### config.mk
export PLATFORM = sky130hd
export DESIGN_NAME = wb_stage
export DESIGN_NICKNAME = d
export VERILOG_FILES = /design/src/rtl/wb_pkg.sv /design/src/rtl/wb_stage_load_align.sv /design/src/rtl/wb_stage.sv
export SDC_FILE = /design/constraint.sdc
export NUM_CORES = 1
export LEC_CHECK = 0
export CAP_MARGIN = 10
export CORE_UTILIZATION = 30
export DETAILED_ROUTE_END_ITERATION = 10
export PLACE_DENSITY_LB_ADDON = 0.25
export SLEW_MARGIN = 5
export SYNTH_ARGS = -nofsm -noshare
export SYNTH_HDL_FRONTEND = slang
export SYNTH_HIERARCHICAL = 1
export SYNTH_SLANG_ARGS = --single-unit
### constraint.sdc
create_clock -name clk -period 3.3 [get_ports clk]
set_input_delay 0.495 -clock clk [delete_from_list [all_inputs] [get_ports clk]]
set_output_delay 0.495 -clock clk [all_outputs]
set_load 0.01 [all_outputs]
### src/rtl/wb_pkg.sv
// Shared definitions for the writeback stage: load widths, error flag positions, FSM states.
package wb_pkg;

  localparam logic [2:0] LB  = 3'd0;
  localparam logic [2:0] LH  = 3'd1;
  localparam logic [2:0] LW  = 3'd2;
  localparam logic [2:0] LBU = 3'd4;
  localparam logic [2:0] LHU = 3'd5;

  localparam int unsigned ERR_SPURIOUS = 0;
  localparam int unsigned ERR_MISALIGN = 1;
  localparam int unsigned ERR_TIMEOUT  = 2;

  typedef enum logic {
    IDLE      = 1'b0,
    WAIT_LOAD = 1'b1
  } wb_state_e;

endpackage

### src/rtl/wb_stage_load_align.sv
// Picks the addressed byte/halfword of a load word and extends it; flags misaligned or illegal loads.
module load_align
  import wb_pkg::*;
(
  input  logic [2:0]  funct3_i,
  input  logic [1:0]  addr_lo_i,
  input  logic [31:0] rdata_i,
  output logic [31:0] data_o,
  output logic        misalign_o
);

  logic [31:0] shifted;
  logic [7:0]  byte_sel;
  logic [15:0] half_sel;

  assign shifted  = rdata_i >> {addr_lo_i, 3'b000};
  assign byte_sel = shifted[7:0];
  assign half_sel = shifted[15:0];

  always_comb begin
    data_o     = '0;
    misalign_o = 1'b0;
    case (funct3_i)
      LB:  data_o = {{24{byte_sel[7]}}, byte_sel};
      LBU: data_o = {24'd0, byte_sel};
      LH: begin
        data_o     = {{16{half_sel[15]}}, half_sel};
        misalign_o = addr_lo_i[0];
      end
      LHU: begin
        data_o     = {16'd0, half_sel};
        misalign_o = addr_lo_i[0];
      end
      LW: begin
        data_o     = rdata_i;
        misalign_o = (addr_lo_i != 2'd0);
      end
      default: misalign_o = 1'b1;
    endcase
  end

endmodule

### src/rtl/wb_stage.sv
// Writeback stage: retires ALU results and loads into the register file, with a same-cycle bypass,
// load stall/timeout handling, a retired-instruction counter and sticky error flags.
module wb_stage
  import wb_pkg::*;
#(
  parameter int unsigned LOAD_TIMEOUT = 255
) (
  input  logic        clk,
  input  logic        rst,
  input  logic        ex_valid,
  input  logic        ex_wen,
  input  logic [4:0]  ex_rd,
  input  logic [31:0] ex_result,
  input  logic        ex_is_load,
  input  logic [2:0]  ex_funct3,
  input  logic [1:0]  ex_addr_lo,
  input  logic        dmem_rvalid,
  input  logic [31:0] dmem_rdata,
  input  logic        err_clr,
  output logic        stall,
  output logic        rf_we,
  output logic [4:0]  rf_waddr,
  output logic [31:0] rf_wdata,
  output logic        fwd_valid,
  output logic [4:0]  fwd_rd,
  output logic [31:0] fwd_data,
  output logic [31:0] retired,
  output logic [2:0]  err
);

  localparam logic [15:0] TO_LIMIT = 16'(LOAD_TIMEOUT - 1);

  wb_state_e   state_q;
  logic [15:0] cnt_q;
  logic        rf_we_q;
  logic [4:0]  rf_waddr_q;
  logic [31:0] rf_wdata_q;
  logic [31:0] retired_q;
  logic [2:0]  err_q, err_d, err_set;
  logic [4:0]  ld_rd_q;
  logic        ld_wen_q;
  logic [2:0]  ld_f3_q;
  logic [1:0]  ld_lo_q;
  logic        ld_poison_q;

  logic [31:0] acc_ext_unused;
  logic        acc_misalign;
  logic [31:0] ld_ext;
  logic        ld_misalign_unused;

  // Same checker twice: once on the incoming instruction, once on the returning data.
  load_align u_acc_chk (
    .funct3_i  (ex_funct3),
    .addr_lo_i (ex_addr_lo),
    .rdata_i   (32'd0),
    .data_o    (acc_ext_unused),
    .misalign_o(acc_misalign)
  );

  load_align u_ld_align (
    .funct3_i  (ld_f3_q),
    .addr_lo_i (ld_lo_q),
    .rdata_i   (dmem_rdata),
    .data_o    (ld_ext),
    .misalign_o(ld_misalign_unused)
  );

  assign stall = (state_q == WAIT_LOAD);

  always_comb begin
    err_set               = '0;
    err_set[ERR_SPURIOUS] = (state_q == IDLE) && dmem_rvalid;
    err_set[ERR_MISALIGN] = (state_q == IDLE) && ex_valid && ex_is_load && acc_misalign;
    err_set[ERR_TIMEOUT]  = (state_q == WAIT_LOAD) && !dmem_rvalid && (cnt_q == TO_LIMIT);
    err_d                 = (err_clr ? 3'b000 : err_q) | err_set;
  end

  always_ff @(posedge clk or posedge rst) begin
    if (rst) begin
      state_q     <= IDLE;
      cnt_q       <= '0;
      rf_we_q     <= 1'b0;
      rf_waddr_q  <= '0;
      rf_wdata_q  <= '0;
      retired_q   <= '0;
      err_q       <= '0;
      ld_rd_q     <= '0;
      ld_wen_q    <= 1'b0;
      ld_f3_q     <= '0;
      ld_lo_q     <= '0;
      ld_poison_q <= 1'b0;
    end else begin
      rf_we_q <= 1'b0;
      err_q   <= err_d;
      case (state_q)
        IDLE: begin
          if (ex_valid && ex_is_load) begin
            ld_rd_q     <= ex_rd;
            ld_wen_q    <= ex_wen;
            ld_f3_q     <= ex_funct3;
            ld_lo_q     <= ex_addr_lo;
            ld_poison_q <= acc_misalign;
            cnt_q       <= '0;
            state_q     <= WAIT_LOAD;
          end else if (ex_valid) begin
            rf_we_q    <= ex_wen && (ex_rd != 5'd0);
            rf_waddr_q <= ex_rd;
            rf_wdata_q <= ex_result;
            retired_q  <= retired_q + 32'd1;
          end
        end
        WAIT_LOAD: begin
          // A response on the final allowed cycle still completes normally.
          if (dmem_rvalid) begin
            rf_we_q    <= ld_wen_q && (ld_rd_q != 5'd0) && !ld_poison_q;
            rf_waddr_q <= ld_rd_q;
            rf_wdata_q <= ld_ext;
            retired_q  <= retired_q + 32'd1;
            state_q    <= IDLE;
          end else if (cnt_q == TO_LIMIT) begin
            state_q <= IDLE;
          end else begin
            cnt_q <= cnt_q + 16'd1;
          end
        end
        default: state_q <= IDLE;
      endcase
    end
  end

  assign rf_we     = rf_we_q;
  assign rf_waddr  = rf_waddr_q;
  assign rf_wdata  = rf_wdata_q;
  assign fwd_valid = rf_we_q;
  assign fwd_rd    = rf_waddr_q;
  assign fwd_data  = rf_wdata_q;
  assign retired   = retired_q;
  assign err       = err_q;

endmodule

== After elaboration in Yosys (flattened, before gate mapping) ==
Index checks and enable logic that the tools add are counted.
Operators by class
  add/subtract/negate cells: 2
  equality and inequality tests: 15
  shift-type cells: 1
  multiplexer cells: 27
  bitwise logic cells: 2
  reductions and logical operators: 22
Operator list (number)
  2-to-1 mux 32 bit: 6
  case mux 32 bit (5 select lines): 1
  case mux 32 bit (2 select lines): 2
  2-to-1 mux 16 bit: 3
  adder 32 x 1 -> 32 bit, second input constant: 1
  case mux 16 bit (2 select lines): 1
  right shift 32 x 5 -> 16 bit: 1
  adder 16 x 1 -> 16 bit, second input constant: 1
  equality test 16 x 8 -> 1 bit, second input constant: 1
  2-to-1 mux 5 bit: 3
  equality test 3 bit, second input constant: 4
  logical AND 1 bit: 10
  != test 2 bit, second input constant: 5
  case mux 5 bit (2 select lines): 1
  nonzero test 5 bit: 2
  equality test 3 x 1 -> 1 bit, second input constant: 2
  equality test 3 x 2 -> 1 bit, second input constant: 2
  logical NOT 3 bit: 2
  2-to-1 mux 1 bit: 6
  AND reduction 3 bit: 2
  case mux 1 bit (2 select lines): 2
  OR reduction 2 bit: 2
  2-to-1 mux 3 bit: 1
  OR 3 bit: 1
  6 further kinds: 7
Word-level totals
  flip-flop bits (word level): 102
  output and inout bits: 112
  word-level logic and storage cells: 81

== Longest topological paths before layout ==
Gate-level depths: netlist of the first run.
  depth in word-level cells: 5
  mapped depth: 9
  mapped depth without buffers: 7

== Hierarchy ==
Netlist of the first run, hierarchy kept.
Modules (own cells, without submodules)
  wb_stage: times used 1, cells an instance 520, area each 5238.8 um^2
  load_align: times used 2, cells an instance 105, area each 706.9 um^2

== Worst setup path before layout of the first run ==
OpenSTA, ideal clock, no wires.
  kind: flip-flop to flip-flop
  start: register state_q, in the netlist stall
  end: register rf_wdata_q[0], in the netlist fwd_data[0]
  data arrival time: 1.605 ns
  data required time: 3.223 ns
  slack: 1.618 ns
  cell stages (with the launch flop): 8
  buffers on the path: 4
  period minus slack after synthesis: 1.682 ns
  cells stage by stage: dfrtp_1 -> buf_6 -> and2_1 -> or2_2 -> buf_2 -> buf_2 -> buf_2 -> a21oi_1
Between the ends
  cells in the longest elaborated chain, start to end: 3
  elaborated cells between the ends (all ways): 6
  classes of those cells: eq/ne (3); mux (1); bitwise (1); reduce/logical (1)
Ends and longest elaborated chain
  from (decl): line wb_stage.sv:33  | wb_state_e state_q;
  from (signal assigned): line wb_stage.sv:80  | state_q <= IDLE;
  from (signal assigned): line wb_stage.sv:104  | state_q <= WAIT_LOAD;
  from (signal assigned): line wb_stage.sv:119  | state_q <= IDLE;
  inverter 1 bit (no line)
  != test 2 bit (no line)
  AND reduction 3 bit (no line)
  to (signal assigned): line wb_stage.sv:108  | rf_wdata_q <= ex_result;
  to (signal assigned): line wb_stage.sv:117  | rf_wdata_q <= ld_ext;
  to (decl): line wb_stage.sv:37  | logic [31:0] rf_wdata_q;
Parallel ways exist; a longest one is shown, timed or not.
A chain may end at the register's enable or synchronous reset.

== Final worst setup path of the first run ==
  start: register retired_q[3], in the netlist retired[3]
  end: register retired_q[22], in the netlist retired[22]
Between the ends
  cells in the longest elaborated chain, start to end: 4
  elaborated cells between the ends (all ways): 5
  classes of those cells: add/sub (1); mux (4)
Ends and longest elaborated chain
  from (decl): line wb_stage.sv:38  | logic [31:0] retired_q;
  from (signal assigned): line wb_stage.sv:109  | retired_q <= retired_q + 32'd1;
  from (signal assigned): line wb_stage.sv:118  | retired_q <= retired_q + 32'd1;
  adder 32 x 1 -> 32 bit (*): line wb_stage.sv:109, wb_stage.sv:118
  2-to-1 mux 32 bit: line wb_stage.sv:105  | end else if (ex_valid) begin
  2-to-1 mux 32 bit: line wb_stage.sv:97  | if (ex_valid && ex_is_load) begin
  case mux 32 bit (2 select lines) (*): line wb_stage.sv:95  | case (state_q)
Mark *: on every way between the ends. The rest lies on a longest branch, timed or not. The select of a mux whose other input is x is not followed.

==> metrics.md, run 1 <==
| Metric | Value |
|---|---|
| DRC viols | `0` |
| First-pass GRT wire length | `26,590 um` |
| Final hold slack | `0.4725 ns` |
| Worst Path Arrival | `2.42 ns` |
| DRT Pass-1 Iters | `4` |
| Post-CTS Setup Inserts | `0` |
| Die Y | `approximately 140 um` |
| CP Capture Type | `register` |
| Vias per Instance | `4.765` |
| Sw frac | `35.00%` |
| P&R area growth vs syn | `35.35%` |
| I/O pins | `between 150 and 200` |
| Vias in the first global route | `4,595` |
| Rows | `51` |
| Maximum fanout along the worst path | `20` |
| Clk buf depth | `2` |
| Clock transition at path regs | `0.08 ns` |
| CTS tree | `yes` |
| Grt met2 use | `26.85%` |
| Met3 Usage GRT | `under 10%` |
| Mapped Area | `5978 um^2` |
| Sw power | `roughly 1.6 mW` |
| Syn Nets | `roughly 710` |
| Synth Area per Inst | `9.489 um^2` |
| Initial antenna violation count | `0` |
| Final hold violations | `0` |
| Final Cycle Share | `64.32%` |
| Grt met1 use | `23.73%` |
| Setup TNS Final | `0 ns` |
| Pwr dens | `around 560 nW/um^2` |
| WS Path Type | `register to register` |
| Final-report setup violation count | `0` |
| Vias | `4,941` |
| Sequential power share | `39.4%` |
| Rel. slew slack | `28.58%` |
| Power share of the clock group | `23.7%` |
| Nets | `851` |
| H-tree depth | `3` |
| Skew final | `0.01274 ns` |
| Fmax | `471.1 MHz` |
| Number of DRC markers in iteration 0 | `302` |
| Max Transition Viols Final | `0` |
| Diode count | `0` |
| Minimum clock period | `2.123 ns` |
| Hpwl dp | `12,800 um` |
| Comb pwr share | `36.9%` |
| Max VDD drop | `277.5 uV` |
| Internal Pwr Total | `a little under 3 mW` |
| Antenna-violating nets left | `0` |
| Remaining Overflow, GRT | `0` |
| Largest net degree at the start of global routing | `44` |
| Clk sinks | `102` |
| Die width | `143.2 um` |
| Total track usage | `17.19%` |
| RSZ-0062 raised after global routing | `false` |
| Die area | `20,500 um^2` |
| Hold_buf cts | `0` |
| Gr busiest metal | `met2` |
| Post_cts resized | `0` |
| I/O Buffers | `192` |
| Leakage power | `3.571 nW` |
| Tightest Hold Check Type | `register to register` |
| GP Congestion | `0.8151` |
| WP data required | `about 3.6 ns` |
| Core area | `19,530 um^2` |
| Slew @ Worst Pin | `1.071 ns` |
| Maxcap violations | `0` |
| Total CTS buffers | `9` |
| Final Power | `4.539 mW` |
| Status | `completed` |
| WL/cell | `16.71 um` |
| Yosys warnings | `6` |
| Worst setup SP type | `register` |
| Root buf cell | `clkbuf_16` |
| Clk Latency, worst-skew pair | `0.36 ns` |
| Share of layout cells above drive strength 1 | `under 10%` |
| Initial Util | `30.62%` |
| WL final | `17,330 um` |
| Cells after Synth | `630` |
==> worst max-delay path, stage by stage, from the launching register on <==
cell	delay, ns
dfrtp_1	0.50
nand4_2	0.15
or3_1	0.80
nor4_2	0.42
xor2_1	0.18
==> per-layer routing <==
metal	wire [um]	share of wire (%)
met3	1147	6.6
met5	0	0
met1	8007	46
met2	7958	46
met4	220	1.3
==> final cells by class <==
class	count	area (um^2)
clock buffer	10	229.0
clock inverter	6	57.56
fill	1939	11430
inverter	18	70.07
multi-input combinational	433	2845
sequential	102	2554
tap	265	331.6
timing repair buffer	203	2004
==> metrics by stage <==
stage / area (um^2) / std cells / utilization (%) / worst slack, ns
floorplan: 5978 / 630 / - / 0.1295
global placement: 7805 / 1021 / 39.97 / 0.8600
detailed placement: 7805 / 1021 / 39.97 / 0.8176
CTS: 8092 / 1037 / 41.44 / 1.162
global route: 8092 / 1037 / 41.44 / 0.9456
finish: 8092 / 1037 / 41.44 / 1.177
==> placed cells by master, fill, tap and decap left out, drive strengths merged, types with 11 or more instances in the layout <==
cell type	instances
nand3	22
nand2	75
clkdlybuf4s50	192
a21oi	39
mux2i	44
nor3	20
nor2	54
inv	23
a21o	24
a22oi	16
xor2	23
dfrtp	102
o21ai	17
buf	11
==> path summary, 6_finish.rpt <==
| kind | from | to | slack [ns] | depth (start not counted) |
|---|---|---|---|---|
| worst max-delay path | retired[3] | retired[22] | 1.18 | 4 |
| worst min-delay path | retired[31] | retired[31] | 0.47 | 1 |
| worst max register to register | retired[3] | retired[22] | 1.18 | 4 |
| worst min register to register | retired[31] | retired[31] | 0.47 | 1 |
| max in group asynchronous | rst | retired[1] | 2.02 | 3 |
| min in group asynchronous | rst | fwd_data[5] | 0.55 | 2 |
==> state kept, by name, indices dropped and copies added (netlist names) <==
register and cells:
fwd_data 32, retired 32, cnt_q 16, fwd_rd 5, ld_rd_q 5, err 3, ld_f3_q 3, ld_lo_q 2
fwd_valid 1, ld_poison_q 1, ld_wen_q 1, stall 1
==> power groups by stage <==
stage | logic [mW] | clock network [mW] | registers [mW]
final | 1.68 | 1.07 | 1.79
after global routing | 1.84 | 1.17 | 1.84
after CTS | 1.69 | 1.11 | 1.80
after detailed placement | 1.69 | 0 | 1.82
after global placement | 1.68 | 0 | 1.82
after floorplan | 0.963 | 0 | 1.79
(Power assumes the default switching activity.)
==> run 2: changes to the inputs <==
==> constraint.sdc (replaced) <==
create_clock -name clk -period 1.8 [get_ports clk]
set_input_delay 0.27 -clock clk [delete_from_list [all_inputs] [get_ports clk]]
set_output_delay 0.27 -clock clk [all_outputs]
set_load 0.01 [all_outputs]
==> metrics.md, run 2 (same netlist as run 1, synthesis figures left out) <==
| Metric | Value |
|---|---|
| Reg2reg path depth | `6` |
| FF-to-FF setup slack | `0.08 ns` |
| WS Path Type | `register to register` |
| Skew final | `between 0.01 and 0.015 ns` |
| Clk Latency, worst-skew pair | `approximately 0.36 ns` |
| DRT Pass-1 Iters | `4` |
| Most frequent cells in the layout | `clkdlybuf4s50_1, dfrtp_1, nand2_1, nor2_1, buf_4` |
| H-tree depth | `3` |
| CP max stage delay | `0.42 ns` |
| Initial antenna violation count | `0` |
| Final-report setup violation count | `0` |
| First-pass GRT wire length | `27,540 um` |
| Reg2reg start | `ld_lo_q[1]` |
| Pwr dens | `about 1000 nW/um^2` |
| Die width | `143.2 um` |
| WL/cell | `16.30 um` |
| RSZ-0062 raised after global routing | `false` |
| Placed Instances | `1,062` |
| Tightest Hold Check Type | `input pin to asynchronous set/reset pin` |
| I/O pins | `193` |
| Fmax | `580.7 MHz` |
| Die Y | `143.2 um` |
| Clock transition at path regs | `0.08 ns` |
| Maxcap violations | `0` |
| Vias in the first global route | `4,794` |
| Fin util | `between 40% and 50%` |
| Final hold violations | `0` |
| Max Transition Viols Final | `0` |
| Maximum fanout along the worst path | `8` |
| Share of layout cells above drive strength 1 | `between 10% and 20%` |
| Crit-path slowest cell | `dfrtp_2` |
| Total track usage | `17.53%` |
| Reg2reg end | `fwd_data[6]` |
| Number of DRC markers in iteration 0 | `226` |
| Leakage power | `3.825 nW` |
| Sw power | `2.978 mW` |
| Antenna-violating nets left | `0` |
| Comb pwr share | `39.4%` |
| Hpwl dp | `13,160 um` |
| Core area | `19,530 um^2` |
| Commonest non-fill, non-tap cell in the layout | `clkdlybuf4s50_1` |
| Power share of the clock group | `approximately 25%` |
| Bufs and invs on worst path | `1` |
| Status | `completed` |
| Clk buf depth | `2` |
| Max VDD drop | `around 510 uV` |
| CTS tree | `yes` |
| Sequential power share | `about 36%` |
| Largest delay share family, worst path | `compound AO/OA/AOI/OAI gates` |
| DRC viols | `0` |
| CP Capture Type | `register` |
| Sw frac | `34.05%` |
| Worst Path Arrival | `1.96 ns` |
| Final Cycle Share | `95.67%` |
| Initial Util | `30.62%` |
| Diode count | `0` |
| Internal Pwr Total | `5.769 mW` |
| Die area | `slightly above 20,000 um^2` |
| Minimum clock period | `1.722 ns` |
| Nets | `893` |
| GP Congestion | `0.8823` |
| Rows | `51` |
| P&R area growth vs syn | `43.03%` |
| Final Power | `8.746 mW` |
| CP cell instances | `buf_4 > mux2_2 > a22oi_1 > o21ai_0 > mux2i_1 > a21oi_1` |
| Worst setup SP type | `register` |
| Total CTS buffers | `9` |
| Remaining Overflow, GRT | `0` |
| Vias | `5,112` |
| Rel. slew slack | `between 50% and 60%` |
| Slew @ Worst Pin | `0.7212 ns` |
| Vias per Instance | `4.738` |
| Post-Layout Cell Count | `1,079` |
| Hold_buf cts | `0` |
| Largest net degree at the start of global routing | `77` |
| Root buf cell | `clkbuf_16` |
| WL final | `17,590 um` |
| I/O Buffers | `between 150 and 200` |
| Clk sinks | `102` |
| Setup TNS Final | `0 ns` |
| WP data required | `about 2.0 ns` |
==> run 2: cell types whose count changed in the layout (fill, tap and decap cells not counted), sizes merged <==
cell and change:
buf +42, clkbuf -1, bufinv +1, clkdlybuf4s50 -1, inv -1, dlygate4sd2 +1
clkinvlp +1
==> run 2: timing repair <==
action / CTS / global route
setup buffers: 0 / 1
gates resized for setup: 3 / 6
pin swaps: 0 / 0
setup endpoints to repair: 3 / 19
==> run 2: worst register-to-register path, stage by stage, from the launching register on <==
cell and delay [ns]:
dfrtp_2 0.42, buf_4 0.19, mux2_2 0.36, a22oi_1 0.30, o21ai_0 0.13, mux2i_1 0.14
a21oi_1 0.08
==> run 2: power by group through the flow <==
stage / Clock (mW) / Sequential [mW] / Combinational (mW)
2_1_floorplan: 0 / 3.29 / 1.77
3_3_place_gp: 0 / 3.21 / 3.43
3_5_place_dp: 0 / 3.21 / 3.45
4_1_cts: 2.23 / 3.17 / 3.47
5_1_grt: 2.32 / 3.24 / 3.77
6_report: 2.14 / 3.16 / 3.45
==> run 2: how the worst max path moves through the flow <==
stage	from	endpoint	slack, ns	cells past startpoint
finish	ld_lo_q[1]	fwd_data[6]	0.08	6
detailed placement	dmem_rdata[23]	fwd_data[28]	-0.22	7
CTS	ld_lo_q[1]	fwd_data[5]	0.01	8
floorplan	stall	fwd_data[0]	0.12	7
global route	ld_lo_q[1]	fwd_data[8]	0.002	6
global placement	dmem_rdata[23]	fwd_data[30]	-0.21	7
==> run 2: area by class of cell <==
cell class                 count  area, um^2
inverter                      18       71.32
fill                        1934       10980
sequential                   102        2556
tap                          265       331.6
clock buffer                   9       225.2
multi-input combinational    433        2865
timing repair buffer         245        2406
clock inverter                 7       95.09
==> run 2: stage by stage <==
step                      hold WS (ns)  instance area (um^2)  setup WS, ns
after global routing            0.4355                  8551      0.002225
final                           0.3892                  8551       0.07797
after detailed placement        0.4588                  8202       -0.2202
after global placement          0.4631                  8202       -0.2108
after CTS                       0.4050                  8531       0.01469
after floorplan                 0.3664                  5982        0.1180
==> run 2: layer usage <==
layer | GRT usage [%] | wire (um) | part of all wire [%]
met2 | 26.96 | 8082 | 46
met3 | 3.588 | 1006 | 5.7
met4 | 5.207 | 265 | 1.5
met1 | 24.59 | 8235 | 47
met5 | 0 | 0 | 0
==> variant: new RTL, config.mk and constraints of run 1 <==
Make the reset (`rst`) synchronous in one clocked block.
--- a/src/rtl/wb_stage.sv
+++ b/src/rtl/wb_stage.sv
@@ -75,7 +75,7 @@
     err_d                 = (err_clr ? 3'b000 : err_q) | err_set;
   end
 
-  always_ff @(posedge clk or posedge rst) begin
+  always_ff @(posedge clk) begin
     if (rst) begin
       state_q     <= IDLE;
       cnt_q       <= '0;
Check against the original RTL: differs if rst is asserted again (counterexample within 4 cycles, from zero or initial values and one cycle with rst high); with rst held inactive, the same outputs for 4 cycles.
==> variant against run 1 <==
  * Synthesized area shrank 5.1%
  * Synthesized cell count grew 7.9%
  * Clock skew shrank 0.0045 ns
  * Core utilization grew 0.86 points
  * Fmax shrank 9.0%
  * Design area shrank 4.5%
  * Die area shrank 5.1%
  * Worst setup slack lost 0.21 ns
  * Sequential cell count is the same
  * Wire length shrank 1.9%
  * Largest cell class unchanged
Power is not compared: it rests on default switching activity, and its combinational part moved more than twofold at a synthesized area within 25%.
==> variant: results (changes against run 1) <==
* CP arrival at 2.62 ns (+0.20 ns)
* H-tree levels at 3 (unchanged)
* CTS buffer count at 9 (unchanged)
* DRT Wirelength at 17.0 mm (-1.9%)
* Global-route usage over all layers at 0.177 (+0.00481)
* Vias in the first global route at 4892 (+6.5%)
* Placer Congestion at 0.792 (-2.8%)
* CTS clk-pin slew, worst paths at 0.08 ns (about the same)
* Post-CTS Setup Inserts at 0 (unchanged)
* Max Clock Skew at 0.00826 ns (-0.00448 ns)
* Slew HR at 0.425 (+0.140)
* PortBufs at 192 (unchanged)
* N_diodes at 0 (unchanged)
* VDD IR max at 0.241 mV
* Largest net degree at the start of global routing at 64 (+45%)
* Worst Hold Class: reg -> reg
* Status: finished clean
* # resized after CTS at 0 (unchanged)
* Ys Warns at 6 (unchanged)
* Worst skew pair latency at 0.35 ns
* First-pass GRT wire length at 27.2 mm (+2.3%)
* Synthesized net count at 764 (+7.0%)
* DR iter-0 viols at 255 (-16%)
* Syn Area/Cell at 8.34 sq um (-12%)
* Nets@finish at 890 (+4.6%)
* First drt pass iteration count at 4 (unchanged)
* Final hold vios at 0 (unchanged)
* Antenna violations before repair at 0 (unchanged)
* Critical Path Fanout Max at 8 (-60%)
* Root buf cell: clkbuf_16
* DP HPWL at 12.5 mm (-2.6%)
* Clock Tree Buf Depth at 2 (unchanged)
* Share of layout cells above drive strength 1 at 0.0691 (-0.0151)
* Vias at 5232 (+5.9%)
* Leak Pwr at 0.00263 uW
* Wire per inst at 16.4 microns (-2.2%)
-- variant: per-stage QoR --
step / total power [uW] / utilization / hold slack (ns) / instance area, sq um / setup WS [ns]
floorplan: 1710 / - / 0.433 / 5670 / 1.35
global placement: 1980 / 0.406 / 0.444 / 7420 / 0.655
detailed placement: 1990 / 0.406 / 0.447 / 7420 / 0.579
CTS: 3120 / 0.423 / 0.457 / 7730 / 0.949
global route: 3230 / 0.423 / 0.506 / 7730 / 0.803
finish: 3080 / 0.423 / 0.456 / 7730 / 0.968
-- variant: layout make-up --
class / instances / area (sq um)
flip-flops and latches: 102 / 2040
fillers: 1858 / 10500
clock inverters: 5 / 65.1
well taps: 229 / 287
inverters: 12 / 45.0
repair buffers: 200 / 1980
clock buffers: 11 / 243
multi-input cells: 481 / 3070
-- variant: path summary, 6_finish.rpt --
path / startpoint / to / slack [ns] / cells past startpoint
setup reg to reg: cnt_q[0] / cnt_q[8] / 1.06 / 7
setup / recovery: ex_valid / retired[28] / 0.97 / 6
hold reg to reg: ld_poison_q / ld_poison_q / 0.46 / 2
hold / removal: ld_poison_q / ld_poison_q / 0.46 / 2
-- variant: layer usage --
layer  track usage  routed length, microns  vias to the layer above
li1              -                       -                     2653
met1         0.245                    8330                     2446
met2         0.276                    7790                      118
met3        0.0279                     628                       15
met4        0.0626                     257                        0
met5             0                       0                        -
-- variant: worst max-delay path: stages --
cell and delay, ns:
clkdlybuf4s50_1 0.50, nor3b_2 0.36, o211ai_1 0.33, or2_2 0.39
or4_1 0.39, a21oi_1 0.14
-- variant: where the power goes --
group          leakage, uW  internal (uW)  switching (uW)
combinational      0.00165            341             279
sequential        0.000832           1280            51.3
clock             0.000144            618             504
total              0.00263           2240             834
